<file path="src/rtl/instr_sequencer.sv">
// Program-ROM sequencer: fetches opcode/operand pairs from address seletor,
// executes them on a small ra/rb/acc datapath and halts on disp, error or end of ROM.
module instr_sequencer #(
    parameter int unsigned MAX_ADDR = 15
) (
    input  logic       clk,
    input  logic       rst,
    input  logic       start,
    input  logic [2:0] funcao,
    input  logic [3:0] valor,
    output logic [3:0] seletor,
    output logic [4:0] display,
    output logic       disp_valid,
    output logic       busy,
    output logic       done,
    output logic       error
);

    localparam logic [3:0] LAST_ADDR = 4'(MAX_ADDR);

    localparam logic [2:0] OP_CLRLD = 3'b000;
    localparam logic [2:0] OP_ADDLD = 3'b001;
    localparam logic [2:0] OP_ADD   = 3'b010;
    localparam logic [2:0] OP_DIV2  = 3'b011;
    localparam logic [2:0] OP_DISP  = 3'b100;

    typedef enum logic [1:0] {
        IDLE,
        FETCH,
        EXEC,
        HALT
    } state_t;

    state_t     state_q, state_d;
    logic [3:0] seletor_q, seletor_d;
    logic [4:0] display_q, display_d;
    logic       disp_valid_q, disp_valid_d;
    logic       busy_q, busy_d;
    logic       done_q, done_d;
    logic       error_q, error_d;
    logic [3:0] ra_q, ra_d;
    logic [3:0] rb_q, rb_d;
    logic [4:0] acc_q, acc_d;

    always_ff @(posedge clk or posedge rst) begin
        if (rst) begin
            state_q      <= IDLE;
            seletor_q    <= 4'd0;
            display_q    <= 5'd0;
            disp_valid_q <= 1'b0;
            busy_q       <= 1'b0;
            done_q       <= 1'b0;
            error_q      <= 1'b0;
            ra_q         <= 4'd0;
            rb_q         <= 4'd0;
            acc_q        <= 5'd0;
        end else begin
            state_q      <= state_d;
            seletor_q    <= seletor_d;
            display_q    <= display_d;
            disp_valid_q <= disp_valid_d;
            busy_q       <= busy_d;
            done_q       <= done_d;
            error_q      <= error_d;
            ra_q         <= ra_d;
            rb_q         <= rb_d;
            acc_q        <= acc_d;
        end
    end

    always_comb begin
        state_d      = state_q;
        seletor_d    = seletor_q;
        display_d    = display_q;
        disp_valid_d = 1'b0;
        error_d      = error_q;
        ra_d         = ra_q;
        rb_d         = rb_q;
        acc_d        = acc_q;

        case (state_q)
            IDLE, HALT: begin
                if (start) begin
                    state_d   = FETCH;
                    seletor_d = 4'd0;
                    error_d   = 1'b0;
                end
            end
            FETCH: begin
                state_d = EXEC;
            end
            EXEC: begin
                case (funcao)
                    OP_CLRLD: begin
                        ra_d  = valor;
                        rb_d  = 4'd0;
                        acc_d = 5'd0;
                    end
                    OP_ADDLD: rb_d = valor;
                    OP_ADD:   acc_d = {1'b0, ra_q} + {1'b0, rb_q};
                    OP_DIV2:  acc_d = acc_q >> 1;
                    OP_DISP: begin
                        display_d    = acc_q;
                        disp_valid_d = 1'b1;
                        state_d      = HALT;
                    end
                    default: begin
                        error_d = 1'b1;
                        state_d = HALT;
                    end
                endcase
                // Ordinary opcodes advance; at the last address there is nowhere to go, so halt abnormally.
                if (funcao <= OP_DIV2) begin
                    if (seletor_q == LAST_ADDR) begin
                        error_d = 1'b1;
                        state_d = HALT;
                    end else begin
                        seletor_d = seletor_q + 4'd1;
                        state_d   = FETCH;
                    end
                end
            end
            default: state_d = IDLE;
        endcase

        busy_d = (state_d == FETCH) || (state_d == EXEC);
        done_d = (state_d == HALT);
    end

    assign seletor    = seletor_q;
    assign display    = display_q;
    assign disp_valid = disp_valid_q;
    assign busy       = busy_q;
    assign done       = done_q;
    assign error      = error_q;

endmodule

</file>
<file path="config.mk">
export PLATFORM = sky130hd
export DESIGN_NAME = instr_sequencer
export DESIGN_NICKNAME = d
export VERILOG_FILES = /design/src/rtl/instr_sequencer.sv
export SDC_FILE = /design/constraint.sdc
export NUM_CORES = 1
export LEC_CHECK = 0
export BUFFER_PORTS_ARGS = -buffer_cell sky130_fd_sc_hd__buf_2
export CORE_ASPECT_RATIO = 1.1
export CORE_UTILIZATION = 54
export CTS_CLUSTER_DIAMETER = 50
export DETAILED_ROUTE_END_ITERATION = 12
export PLACE_DENSITY = 0.77
export REMOVE_ABC_BUFFERS = 1
export SETUP_SLACK_MARGIN = 0.4
export SYNTH_ARGS = -nofsm -noshare
export SYNTH_HDL_FRONTEND = slang
export SYNTH_SLANG_ARGS = --single-unit
export TNS_END_PERCENT = 100
</file>
<file path="constraint.sdc">
create_clock -name clk -period 1.9 [get_ports clk]
set_input_delay 0.19 -clock clk [delete_from_list [all_inputs] [get_ports clk]]
set_output_delay 0.19 -clock clk [all_outputs]
set_load 0.01 [all_outputs]
</file>
==> results of run 1 <==
-- state kept, by name, summed over array words and instances (netlist names) --
name and cells:
done 1, state_q 2, seletor 4, disp_valid 1, rb_q 4, display 5
acc_q 5, error 1, ra_q 4, busy 1
-- worst max-delay path: cells and delay by family, from the launching register on --
kind | cells | cell delay, ns
AOI/OAI and AO/OA | 2 | 0.40
adders and majority gates | 1 | 0.21
buffers and inverters | 2 | 0.26
DFF | 1 | 0.42
and+or+nand+nor | 2 | 0.17
-- cells by family (layout without fill, tap and decap cells) --
| group | Yosys count | in the layout | share of synthesized area |
|---|---|---|---|
| AOI/OAI and AO/OA | 27 | 27 | 0.118 |
| and+or+nand+nor | 35 | 35 | 0.118 |
| DFF | 28 | 28 | 0.521 |
| muxes | 13 | 13 | 0.109 |
| xor gates and xnor gates | 2 | 2 | 0.0130 |
| buffers and inverters | 8 | 48 | 0.0316 |
| adders and majority gates | 9 | 9 | 0.0893 |
-- cell type report --
| class | count | area (um2) | area share |
|---|---|---|---|
| sequential | 28 | 701 | 0.405 |
| multi-input combinational | 86 | 694 | 0.401 |
| timing repair buffer | 39 | 244 | 0.141 |
| tap | 30 | 37.5 | 0.0217 |
| clock buffer | 4 | 36.3 | 0.0210 |
| inverter | 5 | 18.8 | 0.0108 |
-- final timing paths --
| kind | from | endpoint | slack (ns) | depth (start not counted) |
|---|---|---|---|---|
| setup / recovery | seletor[1] | seletor[1] | 0.33 | 7 |
| hold / removal | valor[3] | rb_q[3] | 0.09 | 3 |
| setup reg to reg | seletor[1] | seletor[1] | 0.33 | 7 |
| hold reg to reg | rb_q[3] | rb_q[3] | 0.51 | 2 |
| max in group asynchronous | rst | acc_q[3] | 1.20 | 4 |
| min in group asynchronous | rst | busy | 0.44 | 4 |
-- metal layers --
metal	vias up	global-route usage	routed length, um	share of wire
met4	0	0.0714	136	0.047
met1	520	0.270	1190	0.41
met3	12	0.0250	114	0.039
met2	31	0.421	1470	0.51
met5	-	0	0	0
li1	504	-	-	-
-- through the flow --
step	std cells	total power, W
after floorplan	119	0.00168
after global placement	175	0.00192
after detailed placement	175	0.00198
after CTS	185	0.00239
after global routing	192	0.00287
final	192	0.00267
-- where the power goes --
group,switching [W],internal (W),total (W)
registers,0.000147,0.000829,0.000976
clock network,0.000174,0.000117,0.000291
logic,0.000666,0.000737,0.00140
-- cells in the final DEF, fill, tap and decap left out, types with 2 or more instances in the layout --
cell type	synthesis	routed
sky130_fd_sc_hd__a21o_1	2	2
sky130_fd_sc_hd__a21oi_1	8	6
sky130_fd_sc_hd__a21oi_2	0	2
sky130_fd_sc_hd__buf_2	2	22
sky130_fd_sc_hd__buf_4	0	15
sky130_fd_sc_hd__clkbuf_4	0	3
sky130_fd_sc_hd__dfrtp_1	28	28
sky130_fd_sc_hd__ha_1	8	4
sky130_fd_sc_hd__ha_2	0	2
sky130_fd_sc_hd__ha_4	0	2
sky130_fd_sc_hd__inv_1	5	5
sky130_fd_sc_hd__mux2_2	9	9
sky130_fd_sc_hd__mux2i_1	3	3
sky130_fd_sc_hd__nand2_1	17	15
sky130_fd_sc_hd__nand2_2	0	2
sky130_fd_sc_hd__nand4_1	2	2
sky130_fd_sc_hd__nor2_1	7	6
sky130_fd_sc_hd__nor2b_2	0	2
sky130_fd_sc_hd__o21ai_0	11	6
sky130_fd_sc_hd__o21ai_1	0	5
-- what timing repair did --
action,4_1_cts,5_1_grt
cloned,0,0
gates resized for setup,16,14
endpoints found under the hold margin,28,0
setup endpoints to repair,24,18
hold buffers,1,0
buffers inserted,5,7
pin swaps,4,8
==> PnR_summary.wiki, run 1 <==
{| class="wikitable"
! Metric !! Value
|-
| Vias in the first global route || 1031
|-
| Type of the tightest min-delay check || input pin to flip-flop
|-
| Critical path fanouts, max || 2
|-
| Cell Rows || 18
|-
| Number of violations of the max-capacitance limit || 0
|-
| Ordered cell list for the critical path || ha_2 -> a31oi_4 -> nor2b_2 -> buf_4 -> buf_4 -> o21ai_1 -> nand2_2
|-
| Final standard cell utilization of the core || 0.754
|-
| Area growth syn-to-layout || 28.7%
|-
| Number of antenna violations at the first check in global routing || 0
|-
| Most frequent cells after synthesis || sky130_fd_sc_hd__dfrtp_1 (28), sky130_fd_sc_hd__nand2_1 (17), sky130_fd_sc_hd__o21ai_0 (11), sky130_fd_sc_hd__mux2_2 (9)
|-
| Data required time at the worst endpoint || 2.12 ns
|-
| Initial cell density of the core || 0.586
|-
| RSZ-0062 raised after global routing || true
|-
| Die Footprint || 0.00269 mm2
|-
| Number of nets in the finished design || 182
|-
| Largest net degree at the start of global routing || 29
|-
| Via count || 1067
|-
| Aggregate global routing overflow || 0
|-
| Instance count of the mapped netlist || 122
|-
| Finished layout cell area || 0.00173 mm2
|-
| Global-route usage over all layers || 0.223
|-
| Htree depth || 1
|-
| Vertical die dimension || 54.3 um
|-
| Synth top area share || 0.521
|-
| Post-CTS clock slew at the launch and capture registers of the worst setup and hold paths || 0.15 ns
|-
| Number of iterations in the first detailed-routing pass || 4
|-
| Residual DRC || 0
|-
| Ranking of synthesized cells by area || sky130_fd_sc_hd__dfrtp_1 (52%), sky130_fd_sc_hd__mux2_2 (7.5%), sky130_fd_sc_hd__ha_1 (7.4%), sky130_fd_sc_hd__nand2_1 (4.7%), sky130_fd_sc_hd__o21ai_0 (4.1%)
|-
| Most repeated library cell on the critical path || sky130_fd_sc_hd__buf_4
|-
| Post-placement cell area || 0.00150 mm2
|-
| Clock tree sinks || 28
|-
| VDD IR-drop max || 1.06 mV
|-
| Post-Place Setup Slack || 0.142 ns
|-
| Worst rel slew slack || 0.749
|-
| CTS tree || yes
|-
| Min Hold Slack || 0.0892 ns
|-
| Highest Clock Rate || 0.636 GHz
|-
| Most numerous cell in the Yosys netlist || sky130_fd_sc_hd__dfrtp_1
|-
| Final clock skew || 0.00445 ns
|-
| Routed Wire Length || 2910 um
|-
| Run status || finished clean
|-
| Critical Path End Type || flip-flop
|-
| Final weighted congestion of routability-driven global placement || 0.791
|-
| Number of endpoints with negative hold slack in the final report || 0
|-
| Fillcell total || 158
|-
| Power per unit of standard cell area || 1540 mW/mm2
|-
| Worst-case setup margin in the final layout || 0.329 ns
|-
| Post-synthesis cell type with the largest combined area || sky130_fd_sc_hd__dfrtp_1
|-
| Vias per Instance || 5.56
|-
| Share of the yosys chip area belonging to registers || 0.521
|-
| Detailed-placement wirelength estimate || 1720 um
|-
| Ys async rst share || 1.00
|-
| Largest stage delay, worst path || 0.42 ns
|-
| Total core area || 0.00230 mm2
|-
| Worst path arrival time || 1.79 ns
|-
| Average wire length per cell after detail routing || 15.2 um
|-
| Post-Syn Area per Cell || 11.0 um2
|-
| Actual transition at the worst max-transition pin || 0.374 ns
|-
| Static leakage power || 0.880 nW
|-
| Antenna fix cells || 0
|-
| Final Critical Period || 1.57 ns
|-
| Ratio of cells with drive above 1 in the final layout || 0.444
|-
| Violation count after the first detailed-route iteration || 16
|-
| Post-route ant nets || 0
|-
| Master of the slowest instance on the critical path || sky130_fd_sc_hd__dfrtp_1
|-
| Part of the cycle the worst path needs || 0.827
|-
| Insertion delay to the later sink of the worst-skew pair || 0.33 ns
|-
| Wire length of the first global-routing pass || 4470 um
|-
| Worst setup path class || flip-flop to flip-flop
|-
| Maximum root-to-sink buffer count || 2
|-
| Final total negative setup slack || 0 ns
|-
| Count of different cell masters after synthesis || 30
|-
| Type of element launching the critical path || flip-flop
|-
| Register bit total from synthesis || 28
|-
| Number of slew-limit violations in the final report || 0
|-
| Number of warnings reported in the yosys synthesis log || 0
|-
| Synth Cell Area || 0.00135 mm2
|-
| Io pins || 23
|-
| Port Buffer Count || 22
|-
| Cts bufs inserted || 3
|-
| Endpoints failing setup || 0
|-
| Die X-Extent || 49.6 um
|-
| Clock tree root driver cell || sky130_fd_sc_hd__clkbuf_4
|-
| Number of flops mapped to enable cells by yosys || 0
|-
| Commonest register cell after synthesis || sky130_fd_sc_hd__dfrtp_1
|}
No activity file was read; power rests on OpenSTA's default activity.
==> run 2: changes to the inputs <==
--- a/config.mk
+++ b/config.mk
@@ -7,10 +7,10 @@
 export LEC_CHECK = 0
 export BUFFER_PORTS_ARGS = -buffer_cell sky130_fd_sc_hd__buf_2
 export CORE_ASPECT_RATIO = 1.1
-export CORE_UTILIZATION = 54
+export CORE_UTILIZATION = 49
 export CTS_CLUSTER_DIAMETER = 50
 export DETAILED_ROUTE_END_ITERATION = 12
-export PLACE_DENSITY = 0.77
+export PLACE_DENSITY = 0.74
 export REMOVE_ABC_BUFFERS = 1
 export SETUP_SLACK_MARGIN = 0.4
 export SYNTH_ARGS = -nofsm -noshare
==> constraint.sdc (replaced) <==
create_clock -name clk -period 1.29 [get_ports clk]
set_input_delay 0.129 -clock clk [delete_from_list [all_inputs] [get_ports clk]]
set_output_delay 0.129 -clock clk [all_outputs]
set_load 0.01 [all_outputs]
==> PnR_summary.wiki, run 2 (synthesis results as in run 1) <==
{| class="wikitable"
! Metric !! Value
|-
| Run status || complete, but fails checks
|-
| Violations in the final reports || setup timing
|-
| Master of the slowest instance on the critical path || sky130_fd_sc_hd__dfrtp_1
|-
| Clock tree root driver cell || sky130_fd_sc_hd__clkbuf_4
|-
| Number of antenna violations at the first check in global routing || 0
|-
| Number of slew-limit violations in the final report || 0
|-
| Worst path arrival time || 1.89 ns
|-
| Average wire length per cell after detail routing || 18.6 um
|-
| Critical path fanouts, max || 2
|-
| Most common cell after layout, fill and taps aside || sky130_fd_sc_hd__dfrtp_1
|-
| Cts bufs inserted || 3
|-
| Worst setup path class || flip-flop to flip-flop
|-
| Number of nets in the finished design || 203
|-
| Total core area || 0.00254 mm2
|-
| Power per unit of standard cell area || 2400 mW/mm2
|-
| Number of endpoints with negative hold slack in the final report || 0
|-
| Reg-to-reg critical path endpoint || seletor[3]
|-
| Reg2Reg Setup Slack || -0.33 ns
|-
| Area growth syn-to-layout || 58.6%
|-
| Wire length of the first global-routing pass || 5670 um
|-
| Residual DRC || 0
|-
| Post-route ant nets || 0
|-
| Largest net degree at the start of global routing || 29
|-
| Die X-Extent || 52.0 um
|-
| Actual transition at the worst max-transition pin || 0.357 ns
|-
| Hold Startpoint || valor[0]
|-
| Final weighted congestion of routability-driven global placement || 0.824
|-
| Final clock skew || 0.00948 ns
|-
| Final standard cell utilization of the core || 0.839
|-
| Detailed-placement wirelength estimate || 1910 um
|-
| Critical Path End Type || flip-flop
|-
| Worst-case setup margin in the final layout || -0.329 ns
|-
| Insertion delay to the later sink of the worst-skew pair || 0.33 ns
|-
| Static leakage power || 1.05 nW
|-
| Number of iterations in the first detailed-routing pass || 7
|-
| Highest-count cells in the layout ignoring fill and taps || sky130_fd_sc_hd__dfrtp_1 (28), sky130_fd_sc_hd__buf_6 (20), sky130_fd_sc_hd__buf_4 (20)
|-
| Via count || 1206
|-
| Post-Place Setup Slack || -0.337 ns
|-
| Ratio of cells with drive above 1 in the final layout || 0.610
|-
| Part of the cycle the worst path needs || 1.25
|-
| Reg2Reg Depth || 6
|-
| Type of element launching the critical path || flip-flop
|-
| Startpoint of the most critical register-to-register path || seletor[0]
|-
| Cell Rows || 19
|-
| Highest Clock Rate || 0.618 GHz
|-
| Routed Wire Length || 3960 um
|-
| Vias in the first global route || 1212
|-
| Io pins || 23
|-
| Port Buffer Count || 22
|-
| Post-CTS clock slew at the launch and capture registers of the worst setup and hold paths || 0.15 ns
|-
| Data required time at the worst endpoint || 1.56 ns
|-
| Aggregate global routing overflow || 0
|-
| Maximum root-to-sink buffer count || 2
|-
| Hold depth || 3
|-
| Final Critical Period || 1.62 ns
|-
| Vias per Instance || 5.66
|-
| Clock tree sinks || 28
|-
| Die Footprint || 0.00296 mm2
|-
| Endpoints failing setup || 27
|-
| Destination of the worst hold path || rb_q[0]
|-
| Initial cell density of the core || 0.529
|-
| Vertical die dimension || 57.0 um
|-
| Ordered cell list for the critical path || ha_4 -> a31oi_4 -> buf_6 -> nand4_1 -> or3_1 -> o21ai_1
|-
| Violation count after the first detailed-route iteration || 32
|-
| CTS tree || yes
|-
| Global-route usage over all layers || 0.262
|-
| RSZ-0062 raised after global routing || true
|-
| Antenna fix cells || 0
|-
| Worst rel slew slack || 0.762
|-
| Number of violations of the max-capacitance limit || 0
|-
| Largest stage delay, worst path || 0.46 ns
|-
| VDD IR-drop max || 2.22 mV
|-
| Type of the tightest min-delay check || input pin to flip-flop
|-
| Htree depth || 1
|}
-- run 2: worst max-delay path by stage --
stage,slack [ns],cells past startpoint,start,endpoint
after floorplan,-0.40,5,seletor[0],busy
after global placement,-0.28,5,seletor[0],busy
after detailed placement,-0.34,5,seletor[0],busy
after CTS,-0.27,5,seletor[1],busy
after global routing,-0.40,6,seletor[0],seletor[3]
final,-0.33,6,seletor[0],seletor[3]
-- run 2: where the power goes --
part	internal [W]	total [W]	switching, W	leakage [nW]
clock	0.000110	0.000367	0.000257	0.0138
combinational	0.00181	0.00329	0.00148	0.671
sequential	0.00122	0.00147	0.000249	0.368
total	0.00314	0.00513	0.00198	1.05
-- run 2: metal layers --
metal | GRT usage | vias up | wire length [um]
met2 | 0.440 | 49 | 1990
met3 | 0.0560 | 14 | 191
met1 | 0.319 | 598 | 1670
met5 | 0 | - | 0
met4 | 0.116 | 0 | 116
li1 | - | 545 | -
-- run 2: layout make-up --
cell class,count,area (um2)
multi-input cells,86,872
flip-flops and latches,28,701
repair buffers,60,480
clock buffers,3,22.5
fillers,123,410
inverters,5,18.8
well taps,31,38.8
-- run 2: worst max-delay path, delay by kind of cell, from the launching register on --
kind	cells	cell delay (ns)
AND/OR/NAND/NOR	2	0.45
adder cells (fa/ha/maj)	1	0.20
buffers and inverters	1	0.13
flip-flops	1	0.46
AO/OA/AOI/OAI	2	0.32
-- run 2: what timing repair did --
item | CTS | global route
setup endpoints to repair | 41 | 41
pin swaps | 22 | 14
resized for setup | 64 | 29
hold endpoints to repair | 28 | 0
buffers inserted | 12 | 10
hold buffers | 1 | 0
-- run 2: per-stage QoR --
| step | hold slack [ns] | setup TNS [ns] | area (um2) | instances | total power, W |
|---|---|---|---|---|---|
| after global placement | 0.201 | -5.03 | 1580 | 187 | 0.00300 |
| after CTS | 0.0235 | -3.37 | 1930 | 203 | 0.00437 |
| after floorplan | 0.194 | -5.63 | 1320 | 119 | 0.00248 |
| after global routing | 0.0285 | -6.03 | 2130 | 213 | 0.00538 |
| final | 0.0312 | -4.87 | 2130 | 213 | 0.00513 |
| after detailed placement | 0.207 | -6.55 | 1580 | 187 | 0.00310 |
